$ cat config.mk
export PLATFORM = sky130hd
export DESIGN_NAME = sys_bridge_n
export DESIGN_NICKNAME = d
export VERILOG_FILES = /design/src/rtl/bridge_pkg.sv /design/src/rtl/addr_decoder.sv /design/src/rtl/sys_bridge_n.sv
export SDC_FILE = /design/constraint.sdc
export NUM_CORES = 1
export LEC_CHECK = 0
export BUFFER_PORTS_ARGS = -buffer_cell sky130_fd_sc_hd__buf_4
export CAP_MARGIN = 20
export CORE_UTILIZATION = 39
export DETAILED_ROUTE_END_ITERATION = 10
export HOLD_SLACK_MARGIN = 0.12
export PLACE_DENSITY = 0.74
export SETUP_SLACK_MARGIN = 0.05
export SKIP_LAST_GASP = 1
export SYNTH_ARGS = -nofsm -noshare
export SYNTH_HDL_FRONTEND = slang
export SYNTH_SLANG_ARGS = --single-unit
$ cat constraint.sdc
create_clock -name clk -period 1.6 [get_ports clk]
set_input_delay 0.16 -clock clk [delete_from_list [all_inputs] [get_ports clk]]
set_output_delay 0.16 -clock clk [all_outputs]
set_load 0.05 [all_outputs]
$ cat src/rtl/bridge_pkg.sv
// Shared widths, state encoding and the default DM/T0/T1 address map for the system bridge.
package bridge_pkg;
  localparam int ADDR_W = 32;
  localparam int DATA_W = 32;
  localparam int BE_W   = 4;

  // Bridge FSM states.
  typedef logic [1:0] state_t;
  localparam state_t S_IDLE = 2'd0;
  localparam state_t S_WAIT = 2'd1;
  localparam state_t S_RESP = 2'd2;

  // Default map: slave 0 = DM, slave 1 = Timer0, slave 2 = Timer1.
  localparam int          DEF_N_SLV   = 3;
  localparam logic [95:0] DEF_BASE    = {32'h7f10, 32'h7f00, 32'h0000};
  localparam logic [95:0] DEF_LIMIT   = {32'h7f1b, 32'h7f0b, 32'h2fff};
  localparam logic [2:0]  DEF_BYTE_OK = 3'b001;
endpackage

$ cat src/rtl/addr_decoder.sv
// Combinational window decoder: one-hot hit vector (lowest index wins) plus hit-valid.
module addr_decoder
  import bridge_pkg::*;
#(
  parameter int                      N_SLV = DEF_N_SLV,
  parameter logic [N_SLV*ADDR_W-1:0] BASE  = DEF_BASE,
  parameter logic [N_SLV*ADDR_W-1:0] LIMIT = DEF_LIMIT
) (
  input  logic [ADDR_W-1:0] addr,
  output logic [N_SLV-1:0]  hit,
  output logic              hit_vld
);
  logic [N_SLV-1:0] raw;

  // Inclusive range compare per window.
  for (genvar i = 0; i < N_SLV; i++) begin : g_win
    assign raw[i] = (addr >= BASE[i*ADDR_W +: ADDR_W]) && (addr <= LIMIT[i*ADDR_W +: ADDR_W]);
  end

  // Isolate the lowest set bit so overlapping windows resolve to the lowest index.
  assign hit     = raw & (~raw + 1'b1);
  assign hit_vld = |raw;
endmodule

$ cat src/rtl/sys_bridge_n.sv
// Handshaked CPU-to-slave bridge: registered decode, wait-state tolerant, bus error on
// unmapped / illegal partial write / timeout.
module sys_bridge_n
  import bridge_pkg::*;
#(
  parameter int                      N_SLV   = DEF_N_SLV,
  parameter logic [N_SLV*ADDR_W-1:0] BASE    = DEF_BASE,
  parameter logic [N_SLV*ADDR_W-1:0] LIMIT   = DEF_LIMIT,
  parameter logic [N_SLV-1:0]        BYTE_OK = DEF_BYTE_OK,
  parameter int                      TO_MAX  = 15
) (
  input  logic                      clk,
  input  logic                      reset,
  input  logic                      m_req,
  input  logic [ADDR_W-1:0]         m_addr,
  input  logic [DATA_W-1:0]         m_wdata,
  input  logic [BE_W-1:0]           m_byteen,
  output logic                      m_ready,
  output logic [DATA_W-1:0]         m_rdata,
  output logic                      m_err,
  output logic [N_SLV-1:0]          s_sel,
  output logic [ADDR_W-1:0]         s_addr,
  output logic [DATA_W-1:0]         s_wdata,
  output logic [BE_W-1:0]           s_byteen,
  input  logic [N_SLV*DATA_W-1:0]   s_rdata,
  input  logic [N_SLV-1:0]          s_ack
);
  localparam int CW = $clog2(TO_MAX + 1);

  state_t           state;
  logic [CW-1:0]    cnt;
  logic [N_SLV-1:0] hit;
  logic             hit_vld;
  logic             bad_be;
  logic             ack;
  logic [DATA_W-1:0] sel_rdata;

  addr_decoder #(.N_SLV(N_SLV), .BASE(BASE), .LIMIT(LIMIT)) u_dec (
    .addr    (m_addr),
    .hit     (hit),
    .hit_vld (hit_vld)
  );

  // Partial write to a word-only slave is rejected before any slave sees it.
  assign bad_be = (|(hit & ~BYTE_OK)) && (m_byteen != '0) && (m_byteen != '1);
  // Only the selected slave's ack counts.
  assign ack    = |(s_ack & s_sel);

  // Read-data mux driven by the one-hot select.
  always_comb begin
    sel_rdata = '0;
    for (int i = 0; i < N_SLV; i++)
      if (s_sel[i]) sel_rdata = sel_rdata | s_rdata[i*DATA_W +: DATA_W];
  end

  // FSM, payload registers, timeout counter and registered master response.
  always_ff @(posedge clk) begin
    if (!reset) begin
      state    <= S_IDLE;
      cnt      <= '0;
      s_sel    <= '0;
      s_addr   <= '0;
      s_wdata  <= '0;
      s_byteen <= '0;
      m_ready  <= 1'b0;
      m_rdata  <= '0;
      m_err    <= 1'b0;
    end else begin
      case (state)
        S_IDLE: begin
          m_ready <= 1'b0;
          m_rdata <= '0;
          m_err   <= 1'b0;
          if (m_req) begin
            s_addr  <= m_addr;
            s_wdata <= m_wdata;
            cnt     <= '0;
            if (!hit_vld || bad_be) begin
              state   <= S_RESP;
              m_ready <= 1'b1;
              m_err   <= 1'b1;
            end else begin
              state    <= S_WAIT;
              s_sel    <= hit;
              s_byteen <= m_byteen;
            end
          end
        end
        S_WAIT: begin
          if (ack) begin
            // Writes return zero data.
            m_rdata  <= (s_byteen == '0) ? sel_rdata : '0;
            m_err    <= 1'b0;
            m_ready  <= 1'b1;
            s_sel    <= '0;
            s_byteen <= '0;
            state    <= S_RESP;
          end else if (cnt == CW'(TO_MAX - 1)) begin
            m_rdata  <= '0;
            m_err    <= 1'b1;
            m_ready  <= 1'b1;
            s_sel    <= '0;
            s_byteen <= '0;
            state    <= S_RESP;
          end else begin
            cnt <= cnt + 1'b1;
          end
        end
        S_RESP: begin
          m_ready <= 1'b0;
          m_rdata <= '0;
          m_err   <= 1'b0;
          state   <= S_IDLE;
        end
        default: begin
          state    <= S_IDLE;
          s_sel    <= '0;
          s_byteen <= '0;
          m_ready  <= 1'b0;
          m_rdata  <= '0;
          m_err    <= 1'b0;
        end
      endcase
    end
  end
endmodule

## Word-level counts from Yosys, hierarchy flattened

Cells that the tools add are included.

| word-level totals | value |
|---|---|
| bits in registers | 111 |
| bits of input ports | 170 |
| output and inout port bits | 105 |
| logic and storage cells | 84 |

| cells by class | value |
|---|---|
| add/subtract/negate cells | 2 |
| $lt $le $gt $ge | 6 |
| eq/ne operators | 9 |
| multiplexer cells | 32 |
| bitwise gates (word level) | 6 |
| reduce and logical (&&, ||, !) cells | 20 |

Operator list:

| operator | number |
|---|---|
| 32-bit 2-to-1 mux | 6 |
| 32-bit by 15-bit greater-or-equal comparator with 1-bit output (second input constant) | 2 |
| 32-bit by 15-bit <= comparator with 1-bit output (second input constant) | 2 |
| 32-bit bitwise OR | 2 |
| 32-bit by 1-bit greater-or-equal comparator with 1-bit output (second input constant) | 1 |
| 32-bit by 14-bit <= comparator with 1-bit output (second input constant) | 1 |
| 4-bit 2-to-1 mux | 7 |
| 3-bit 2-to-1 mux | 4 |
| 4-bit one-hot mux with 3 select lines | 1 |
| 3-bit one-hot mux with 3 select lines | 1 |
| 2-bit 2-to-1 mux | 4 |
| 2-bit != test (second input constant) | 4 |
| 4-bit one-hot mux with 2 select lines | 1 |
| 4-bit AND reduction | 2 |
| 3-bit AND | 2 |
| 2-bit AND reduction | 3 |
| 3-bit OR reduction | 2 |
| 1-bit logical AND | 5 |
| 1-bit 2-to-1 mux | 5 |
| 4-bit by 1-bit adder with 4-bit output (second input constant) | 1 |
| 4-bit == test (second input constant) | 1 |
| 4-bit logical NOT | 1 |
| 4-bit != test (second input constant) | 1 |
| 1-bit one-hot mux with 2 select lines | 2 |
| 13 further kinds | 14 |

## Logic depth before layout (Yosys ltp)

Gate-level depths: netlist of the first run.

| logic depth | value |
|---|---|
| depth in word-level cells | 12 |
| gate-level depth with buffers | 8 |
| gate-level depth less buffers | 7 |

## Modules after synthesis

A second synthesis of the first run with hierarchy kept.

| second synthesis, totals | value |
|---|---|
| cells, all modules | 537 |
| area total of the unflattened synthesis | 4495.6 um^2 |

By module, submodules not included:

| module | instances | cells each | area each (um^2) | seq. area each (um^2) |
|---|---|---|---|---|
| sys_bridge_n | 1 | 513 | 4320.4 | 2222.1 |
| addr_decoder | 1 | 24 | 175.2 | 0.0 |

## Least setup slack after synthesis of the first run

Ideal clock, no wire load.

| timing path | value |
|---|---|
| path kind | flip-flop to flip-flop |
| start point | register s_sel[0] |
| end point | register cnt[3] |
| library setup time | 0.070 ns |
| arrival time | 1.899 ns |
| required time | 1.530 ns |
| path slack | -0.368 ns |
| stages on the path, launching flop included | 6 |
| buffers on the path | 1 |
| clock period less this slack | 1.968 ns |
| cells stage by stage | dfxtp_1 -> clkbuf_1 -> a222oi_1 -> nand3_1 -> or3_1 -> a21oi_1 |

| on the way | value |
|---|---|
| longest elaborated chain between the ends | 4 |

Ends and longest elaborated chain:

| item | RTL line | RTL |
|---|---|---|
| from (decl) | sys_bridge_n.sv:21 | `output logic [N_SLV-1:0] s_sel,` |
| from (signal assigned) | sys_bridge_n.sv:84 | `s_sel <= hit;` |
| 3-bit AND | sys_bridge_n.sv:47 | `assign ack = \|(s_ack & s_sel);` |
| 3-bit OR reduction | sys_bridge_n.sv:47 |  |
| 2-bit != test (no line) | -- |  |
| 4-bit AND reduction (no line) | -- |  |
| to (signal assigned) | sys_bridge_n.sv:106 | `cnt <= cnt + 1'b1;` |
| to (decl) | sys_bridge_n.sv:31 | `logic [CW-1:0] cnt;` |

No other way between the ends.
A chain may end at the register's enable or synchronous reset.

## Worst setup path in the final report of the first run

| timing path | value |
|---|---|
| start point | input port m_addr[15] |
| end point | register s_sel[2] |

| on the way | value |
|---|---|
| longest elaborated chain between the ends | 11 |
| elaborated cells on any way between the ends | 23 |
| those cells by class | add/sub: 1; order compare: 6; eq/ne: 1; mux: 3; bitwise: 2; reduce/logical: 10 |

Ends and longest elaborated chain:

| item | RTL line | RTL |
|---|---|---|
| from (decl) | sys_bridge_n.sv:15 | `input logic [ADDR_W-1:0] m_addr,` |
| 32-bit by 1-bit greater-or-equal comparator with 1-bit output, or another cell as far along | addr_decoder.sv:17 | `assign raw[i] = (addr >= BASE[i*ADDR_W +: ADDR_W]) && (addr <= LIMIT[i*ADDR_W +: ADDR_W]);` |
| 1-bit logical AND | addr_decoder.sv:17 |  |
| 3-bit inverter | addr_decoder.sv:21 | `assign hit = raw & (~raw + 1'b1);` |
| 3-bit by 1-bit adder with 3-bit output | addr_decoder.sv:21 |  |
| 3-bit AND | addr_decoder.sv:21 |  |
| 2-bit OR reduction | sys_bridge_n.sv:45 | `assign bad_be = (\|(hit & ~BYTE_OK)) && (m_byteen != '0) && (m_byteen != '1);` |
| 1-bit logical AND (2 in series) | sys_bridge_n.sv:45 |  |
| 1-bit logical OR | sys_bridge_n.sv:78 | `if (!hit_vld \|\| bad_be) begin` |
| 2-bit != test (no line) | -- |  |
| 4-bit AND reduction (no line) | -- |  |

Several ways; a longest one is shown, not always the timed one. The select of a mux whose other input is x is not followed.

==> flow_metrics.tcl, run 1 <==
set metrics [dict create \
    status "finished, violations left" \
    violations "negative setup slack" \
    synth_top_cell_area_share_pct 48.4 \
    cts.sinks 111 \
    grt_usage_pct 27.0 \
    rsz0062_at_grt "true" \
    reg2reg_to "m_rdata[20]$_SDFFE_PN0P_" \
    synth_area_leaders "dfxtp_1 48%, nand2_1 11%, a21boi_0 10%" \
    drive_above_1_share_pct 39.6 \
    whs_endpoint "s_wdata[5]$_SDFFE_PN0P_" \
    hold_class "in -> reg" \
    placed_cell_area_um2 6890 \
    finalMaxSlewViolations 0 \
    synth_async_sr_flop_share_pct 0 \
    crit_path_end_kind "register" \
    cts_tree "yes" \
    crit_required_ns 1.88 \
    cpPeakStageDelay_ns 0.55 \
    hp-start "m_wdata[5]" \
    startpoint_type "primary input" \
    gp_congestion 0.870 \
    grt_max_degree 65 \
    cpMaxStageDelayCell "or4_4" \
    post_drt_wl_per_cell_um 17.0 \
    syn_avg_cell_area_um2 8.34 \
    place.detailed.hpwl_um 11600 \
    crit_buf_inv 1 \
    ys_seq_area_share_pct 48.4 \
    grt_overflow 0 \
    min_delay_path_depth 3 \
    postRouteAntennaNets 0 \
    drc 0 \
    final_common_cell "buf_4" \
    synthDistinctLibCells 38 \
    critPathKind "in -> reg" \
    synth_area_leader_cell "dfxtp_1" \
    r2r_cells 7 \
    ys.flop_type "dfxtp_1" \
    htreeDepth 3 \
    cts-buffers-inserted 9 \
    startpoint "m_addr[15]" \
    fin_crit_sh_pct 108 \
    cts-root-buf "clkbuf_16" \
    drt_iter0_drc 424 \
    placed_cells 945 \
    die_y_um 111 \
    core_um2 11500 \
    areaGrowthSynthToFinish_pct 75.4 \
    rows 39 \
    ios 275 \
    fillerInstances 849 \
    cp_max_fo 5 \
    ys_ff_latch 111 \
    crit_family "simple AND/OR/NAND/NOR gates" \
    powerDensity_nw_per_um2 799 \
    hold_viol 0 \
    insertion_delay_ns 0.34 \
    fin_ws_ns -0.124 \
    setup_viol 11 \
    grt_pass1_wl_um 26900 \
    netlist_area_um2 4590 \
    syn-num-nets 723 \
    fmax_ghz 0.580 \
    cts.clk_slew.worst_paths_ns 0.07 \
    antenna_found_initial 0 \
    min_period_ns 1.72 \
    r2r_slack_ns 0.04 \
    vias 5465 \
    finalNetCount 1052 \
    slew_headroom_pct 64.7 \
    p_leak_nw 3.47 \
    fin_util_pct 70.3 \
    grt_pass1_vias 5542 \
    floorplan.initialDensity_pct 40.1 \
    viasPerCell 5.32 \
    synth_cells 551 \
    cp_data_arrival_time_ns 2.01 \
    first_pass_iters 7 \
    drt_wl_total_um 17400 \
    final_area_um2 8060 \
    final_cells 1027 \
    whs_ns 0.123 \
    r2r_start "s_sel[0]$_SDFFE_PN0P_" \
    worstPathCellList "buf_4 -> nor4_1 -> nand4_1 -> or4_4 -> a2111oi_4 -> a22o_1" \
    maxCapViolations 0 \
    ir_drop_mv 0.503 \
    clock_path_buffers 2 \
    die_w_um 111 \
    io_buffers 274 \
    finalClockSkew_ns 0.0116 \
    n_antenna_cell 0 \
    dieArea_um2 12200 \
    synth_edf_count 0 \
    worstMarginPinSlew_ns 0.530 \
    yosys_warnings 0 \
    mostFrequentLayoutCells "286 x buf_4, 132 x nand2_1, 108 x dfxtp_1" \
]
## cell type report
cell class              count  area, um2  area share (%)
repair buffers            362       3000            37.2
multi-input cells         394       2360            29.3
flip-flops and latches    111       2230            27.7
clock buffers              10        229            2.84
well taps                 143        179            2.22
clock inverters             5       58.8           0.730
inverters                   2       7.51          0.0932
## how the worst max path moves through the flow
stage / end / slack, ns / cells past startpoint
after CTS: m_rdata[10]$_SDFFE_PN0P_ / 0.01 / 7
final: s_sel[2]$_SDFFE_PN0P_ / -0.12 / 6
after floorplan: cnt[3]$_SDFFE_PN0P_ / -0.18 / 5
after global routing: m_err$_SDFFE_PN0P_ / -0.23 / 6
after global placement: s_sel[1]$_SDFFE_PN0P_ / -0.50 / 7
after detailed placement: s_byteen[2]$_SDFFE_PN0P_ / -0.48 / 7
## logic make-up (layout without fill, tap and decap cells)
| family | count (synthesis) | count (layout) | share of synthesized area (%) |
|---|---|---|---|
| AND/OR/NAND/NOR | 239 | 239 | 21.5 |
| AO/OA/AOI/OAI | 152 | 152 | 25.4 |
| adder cells (fa/ha/maj) | 2 | 2 | 0.545 |
| flip-flops | 111 | 111 | 48.4 |
| buffers and inverters | 46 | 379 | 3.95 |
| XOR/XNOR | 1 | 1 | 0.191 |
## timing repair
action                                 in CTS  in global routing
hold buffers                               65                  0
gates resized for setup                    11                 33
setup buffers                               0                  2
cloned                                      0                  2
endpoints found under the hold margin      68                  0
pin swaps                                   3                 18
setup endpoints to repair                  43                 50
## registers in the layout, indices dropped and copies added (netlist names)
| register | cells |
|---|---|
| cnt | 4 |
| m_err | 1 |
| m_rdata | 32 |
| m_ready | 1 |
| s_addr | 32 |
| s_byteen | 4 |
| s_sel | 3 |
| s_wdata | 32 |
| state | 2 |
## synth_stat cells, drive strengths merged (6+ instances only)
library cell,instances
dfxtp,111
a222oi,33
buf,9
a22o,6
clkbuf,35
nor2,69
a21boi,64
nand2,135
a21oi,33
nand3,7
and2,6
## report_power, final
| group | switching, mW | internal, mW |
|---|---|---|
| sequential | 0.0541 | 2.86 |
| combinational | 0.700 | 0.611 |
| clock | 1.00 | 1.21 |
## through the flow
stage / TNS (ns) / power, mW / setup slack [ns]
2_1_floorplan: -6.03 / 3.52 / -0.178
3_3_place_gp: -4.93 / 4.09 / -0.500
3_5_place_dp: -4.86 / 4.11 / -0.482
4_1_cts: 0 / 6.44 / 0.0137
5_1_grt: -2.55 / 6.67 / -0.226
6_report: -0.906 / 6.44 / -0.124
## per-layer routing
metal  GRT usage [%]  vias to the layer above  wire [um]
li1                -                     2588          -
met1            27.9                     2543       6360
met2            49.6                      281       9080
met3            7.35                       53       1250
met4            13.5                        0        719
met5               0                        -          0
## tightest hold or removal path: stages
cell and delay [ns]:
buf_4 0.11, nand2_1 0.05, a21boi_0 0.09
Power figures use the tool's default switching activity.
==> inputs of run 2 (changes only) <==
Settings changed: RECOVER_POWER set to 25.
==> flow_metrics.tcl, run 2 (synthesis gave the netlist of run 1 again) <==
set metrics [dict create \
    grt_max_degree 65 \
    postRouteAntennaNets 0 \
    die_y_um 111 \
    worstPathCellList "buf_4 -> nor4_1 -> nand4_1 -> or4_4 -> a2111oi_4 -> a22o_1" \
    status "finished, violations left" \
    grt_overflow 0 \
    crit_path_end_kind "register" \
    cpMaxStageDelayCell "or4_4" \
    cpPeakStageDelay_ns 0.55 \
    rows 39 \
    io_buffers 274 \
    cp_data_arrival_time_ns 2.01 \
    cts_tree "yes" \
    grt_pass1_vias 5542 \
    violations "negative setup slack" \
    final_common_cell "buf_4" \
    startpoint_type "primary input" \
    drt_wl_total_um 17400 \
    cp_max_fo 5 \
    placed_cells 945 \
    mostFrequentLayoutCells "241 x buf_4, 132 x nand2_1, 108 x dfxtp_1" \
    first_pass_iters 7 \
    fillerInstances 907 \
    die_w_um 111 \
    crit_required_ns 1.88 \
    final_cells 1027 \
    multi_input_area_um2 2360 \
    ir_drop_mv 0.502 \
    cts.clk_slew.worst_paths_ns 0.07 \
    cts.sinks 111 \
    setup_viol 11 \
    hold_viol 0 \
    finalClockSkew_ns 0.0105 \
    rsz0062_at_grt "true" \
    clock_path_buffers 2 \
    hold_class "in -> reg" \
    ios 275 \
    viasPerCell 5.31 \
    slew_headroom_pct 56.4 \
    vias 5454 \
    crit_buf_inv 1 \
    finalMaxSlewViolations 0 \
    min_period_ns 1.73 \
    htreeDepth 3 \
    areaGrowthSynthToFinish_pct 71.7 \
    maxCapViolations 0 \
    finalNetCount 1052 \
    p_leak_nw 3.28 \
    place.detailed.hpwl_um 11600 \
    antenna_found_initial 0 \
    dieArea_um2 12200 \
    post_drt_wl_per_cell_um 17.0 \
    fmax_ghz 0.578 \
    grt_pass1_wl_um 26900 \
    core_um2 11500 \
    whs_ns 0.124 \
    largestRegisters "m_rdata (32), s_addr (32), s_wdata (32)" \
    fin_ws_ns -0.129 \
    fin_crit_sh_pct 108 \
    insertion_delay_ns 0.34 \
    drc 0 \
    floorplan.initialDensity_pct 40.1 \
    gp_congestion 0.870 \
    drive_above_1_share_pct 34.5 \
    critPathKind "in -> reg" \
    worstMarginPinSlew_ns 0.658 \
    n_antenna_cell 0 \
    powerDensity_nw_per_um2 810 \
    cts-buffers-inserted 9 \
    drt_iter0_drc 399 \
    finalSetupTns_ns -0.968 \
    cts-root-buf "clkbuf_16" \
    regArea_um2 2230 \
    crit_family "simple AND/OR/NAND/NOR gates" \
    grt_usage_pct 27.0 \
]
run 2: cell count changes in the layout (fill, tap and decap cells not counted):
cell | previous run | this run
clkbuf_1 | 1 | 46
buf_4 | 286 | 241
run 2: layer usage:
layer	global-route usage (%)	up-vias	part of all wire (%)
met4	13.5	0	4.2
met2	49.6	280	52
met5	0	-	0
li1	-	2588	-
met3	7.35	51	7.6
met1	27.9	2535	36
run 2: timing repair:
item	CTS	global route
endpoints found under the setup margin	43	50
hold endpoints to repair	68	0
cloned	0	2
pin swaps	3	18
resized for setup	11	33
hold buffers	65	0
buffers inserted	0	2
run 2: worst register-to-register path: stages (launching register included):
cell       delay [ns]
dfxtp_4          0.34
a222oi_1         0.30
buf_4            0.19
nand2b_4         0.17
clkbuf_16        0.19
nor2_1           0.07
a21oi_1          0.13
nor2_1           0.05
run 2: where the power goes:
group | total, mW | switching [mW] | internal [mW]
Sequential | 2.91 | 0.0532 | 2.86
Combinational | 1.27 | 0.697 | 0.577
Clock | 2.20 | 0.992 | 1.21
Total | 6.39 | 1.74 | 4.65
run 2: final cells by class:
cell class,instances,share of cell area [%]
Clock buffer,10,2.90
Tap cell,143,2.27
Clock inverter,5,0.745
Multi-Input combinational cell,394,29.9
Inverter,2,0.0952
Timing Repair Buffer,362,35.8
Sequential cell,111,28.2
run 2: worst paths after layout:
path | startpoint | to | slack [ns] | cells after the start
setup / recovery | m_addr[15] | s_sel[2]$_SDFFE_PN0P_ | -0.13 | 6
hold / removal | m_wdata[5] | s_wdata[5]$_SDFFE_PN0P_ | 0.12 | 3
setup reg to reg | s_sel[0]$_SDFFE_PN0P_ | m_rdata[31]$_SDFFE_PN0P_ | 0.05 | 7
hold reg to reg | s_wdata[1]$_SDFFE_PN0P_ | s_wdata[1]$_SDFFE_PN0P_ | 0.47 | 2
run 2: metrics by stage:
step	area [um2]	setup WS, ns	total power [mW]	util (%)
final	7890	-0.129	6.39	68.8
after CTS	7880	0.0137	6.44	68.7
after floorplan	4640	-0.178	3.52	-
after detailed placement	6890	-0.482	4.11	60.0
after global placement	6890	-0.500	4.09	60.0
after global routing	7890	-0.226	6.64	68.8
==> inputs of run 3 (changes only) <==
Settings changed: CORE_ASPECT_RATIO set to 0.75.
==> flow_metrics.tcl, run 3 (synthesis gave the netlist of run 1 again) <==
set metrics [dict create \
    cts_tree "yes" \
    maxCapViolations 0 \
    min_period_ns 1.61 \
    areaGrowthSynthToFinish_pct 74.8 \
    p_total_mw 6.29 \
    setup_viol 2 \
    status "finished, violations left" \
    hold_class "in -> reg" \
    r2r_start "s_sel[0]$_SDFFE_PN0P_" \
    crit_path_end_kind "register" \
    rsz0062_at_grt "true" \
    grt_usage_pct 25.3 \
    antenna_found_initial 0 \
    p_leak_nw 3.32 \
    slew_headroom_pct 56.3 \
    hp-start "s_rdata[65]" \
    r2r_cells 7 \
    n_antenna_cell 0 \
    powerDensity_nw_per_um2 783 \
    finalNetCount 1058 \
    startpoint_type "primary input" \
    drt_iter0_drc 375 \
    finalClockSkew_ns 0.00906 \
    grt_overflow 0 \
    fmax_ghz 0.620 \
    cts.sinks 111 \
    vias 5430 \
    ir_drop_mv 0.572 \
    switchingPower_mw 1.75 \
    crit_required_ns 1.88 \
    core_um2 11200 \
    drive_above_1_share_pct 36.6 \
    pwr-share-comb_pct 20.0 \
    r2r_slack_ns 0 \
    grt_pass1_vias 5040 \
    rows 33 \
    gp_congestion 0.817 \
    cts.clk_slew.worst_paths_ns 0.07 \
    mostFrequentLayoutCells "246 x buf_4, 133 x nand2_1, 108 x dfxtp_1" \
    cts-root-buf "clkbuf_16" \
    min_delay_path_depth 5 \
    drc 0 \
    power.clock.fraction_pct 33.7 \
    insertion_delay_ns 0.35 \
    cp_data_arrival_time_ns 1.89 \
    hold_viol 0 \
    fin_crit_sh_pct 101 \
    final_common_cell "buf_4" \
    cts-buffers-inserted 9 \
    finalSetupTns_ns -0.0162 \
    first_pass_iters 9 \
    critPathKind "in -> reg" \
    fin_ws_ns -0.0141 \
    drt_wl_total_um 17100 \
    final_area_um2 8030 \
    finalMaxSlewViolations 0 \
    htreeDepth 3 \
    clock_path_buffers 2 \
    post_drt_wl_per_cell_um 16.3 \
    largestRegisters "m_rdata (32), s_addr (32), s_wdata (32)" \
    grt_pass1_wl_um 24500 \
    postRouteAntennaNets 0 \
    seqPwrFrac_pct 46.3 \
    fillerInstances 873 \
    reg2reg_to "m_rdata[4]$_SDFFE_PN0P_" \
    floorplan.initialDensity_pct 41.1 \
    power_report.internal_total_mw 4.54 \
    placed_cell_area_um2 6890 \
    place.detailed.hpwl_um 11000 \
    viasPerCell 5.18 \
    sw_frac_of_total_pct 27.9 \
    io_buffers 274 \
    worstMarginPinSlew_ns 0.658 \
    dieArea_um2 12200 \
    die_w_um 127 \
    violations "negative setup slack" \
    die_y_um 96.0 \
    cp_max_fo 4 \
    ios 275 \
    whs_endpoint "m_rdata[1]$_SDFFE_PN0P_" \
    grt_max_degree 56 \
]
[run 3: changes by cell type in the layout (fill, tap and decap cells not counted), sizes merged]
cell	delta
buf	+5
dlygate4sd3	+4
dlymetal6s4s	-2
bufinv	-1
clkbuf	+1
[run 3: area by class of cell]
| type | count | area [um2] | area share [%] |
|---|---|---|---|
| Multi-Input combinational cell | 394 | 2390 | 29.8 |
| Clock inverter | 4 | 30.0 | 0.374 |
| Tap cell | 157 | 196 | 2.45 |
| Timing Repair Buffer | 368 | 2930 | 36.5 |
| Sequential cell | 111 | 2230 | 27.7 |
| Clock buffer | 12 | 246 | 3.07 |
| Inverter | 2 | 7.51 | 0.0935 |
[run 3: through the flow]
stage                     hold WS [ns]  setup slack, ns  util (%)  instances
after CTS                        0.163           0.0146      71.2       1045
final                            0.175          -0.0141      71.8       1048
after floorplan                  0.286           -0.178         -        551
after detailed placement         0.392           -0.336      61.6        956
after global placement           0.391           -0.350      61.6        956
after global routing             0.193          -0.0964      71.8       1048
[run 3: power groups by stage]
stage | clock [mW] | combinational (mW) | sequential [mW]
2_1_floorplan | 0 | 0.221 | 3.30
3_3_place_gp | 0 | 1.10 | 2.97
3_5_place_dp | 0 | 1.12 | 2.97
5_1_grt | 2.28 | 1.32 | 2.92
4_1_cts | 2.16 | 1.26 | 2.91
6_report | 2.12 | 1.26 | 2.91
[run 3: critical path: stages]
cell and delay, ns:
dlygate4sd3_1 0.56, buf_4 0.13, nand3_1 0.08, a21o_1 0.22
o21a_4 0.25, a2111oi_4 0.31, a22o_1 0.18
[run 3: metal layers]
layer	global-route usage (%)	routed length (um)	vias up
met4	10.0	401	0
met1	29.7	7280	2582
li1	-	-	2597
met2	45.4	8410	214
met5	0	0	-
met3	5.61	964	37
[run 3: repair_timing]
action / in CTS / in global routing
pin swaps: 6 / 13
setup buffers: 4 / 0
endpoints found under the hold margin: 67 / 0
gates cloned: 2 / 3
gates resized for setup: 12 / 45
hold buffers: 67 / 0
setup endpoints to repair: 43 / 49
[run 3: worst max path at each step]
stage	startpoint	end	slack, ns	cells past startpoint
final	m_addr[3]	s_sel[2]$_SDFFE_PN0P_	-0.01	7
after global routing	s_sel[0]$_SDFFE_PN0P_	s_sel[2]$_SDFFE_PN0P_	-0.1	7
after CTS	s_sel[0]$_SDFFE_PN0P_	cnt[3]$_SDFFE_PN0P_	0.01	6
after detailed placement	m_addr[24]	s_sel[2]$_SDFFE_PN0P_	-0.34	6
after global placement	m_addr[24]	s_sel[1]$_SDFFE_PN0P_	-0.35	6
after floorplan	s_sel[0]$_SDFFE_PN0P_	cnt[3]$_SDFFE_PN0P_	-0.18	5
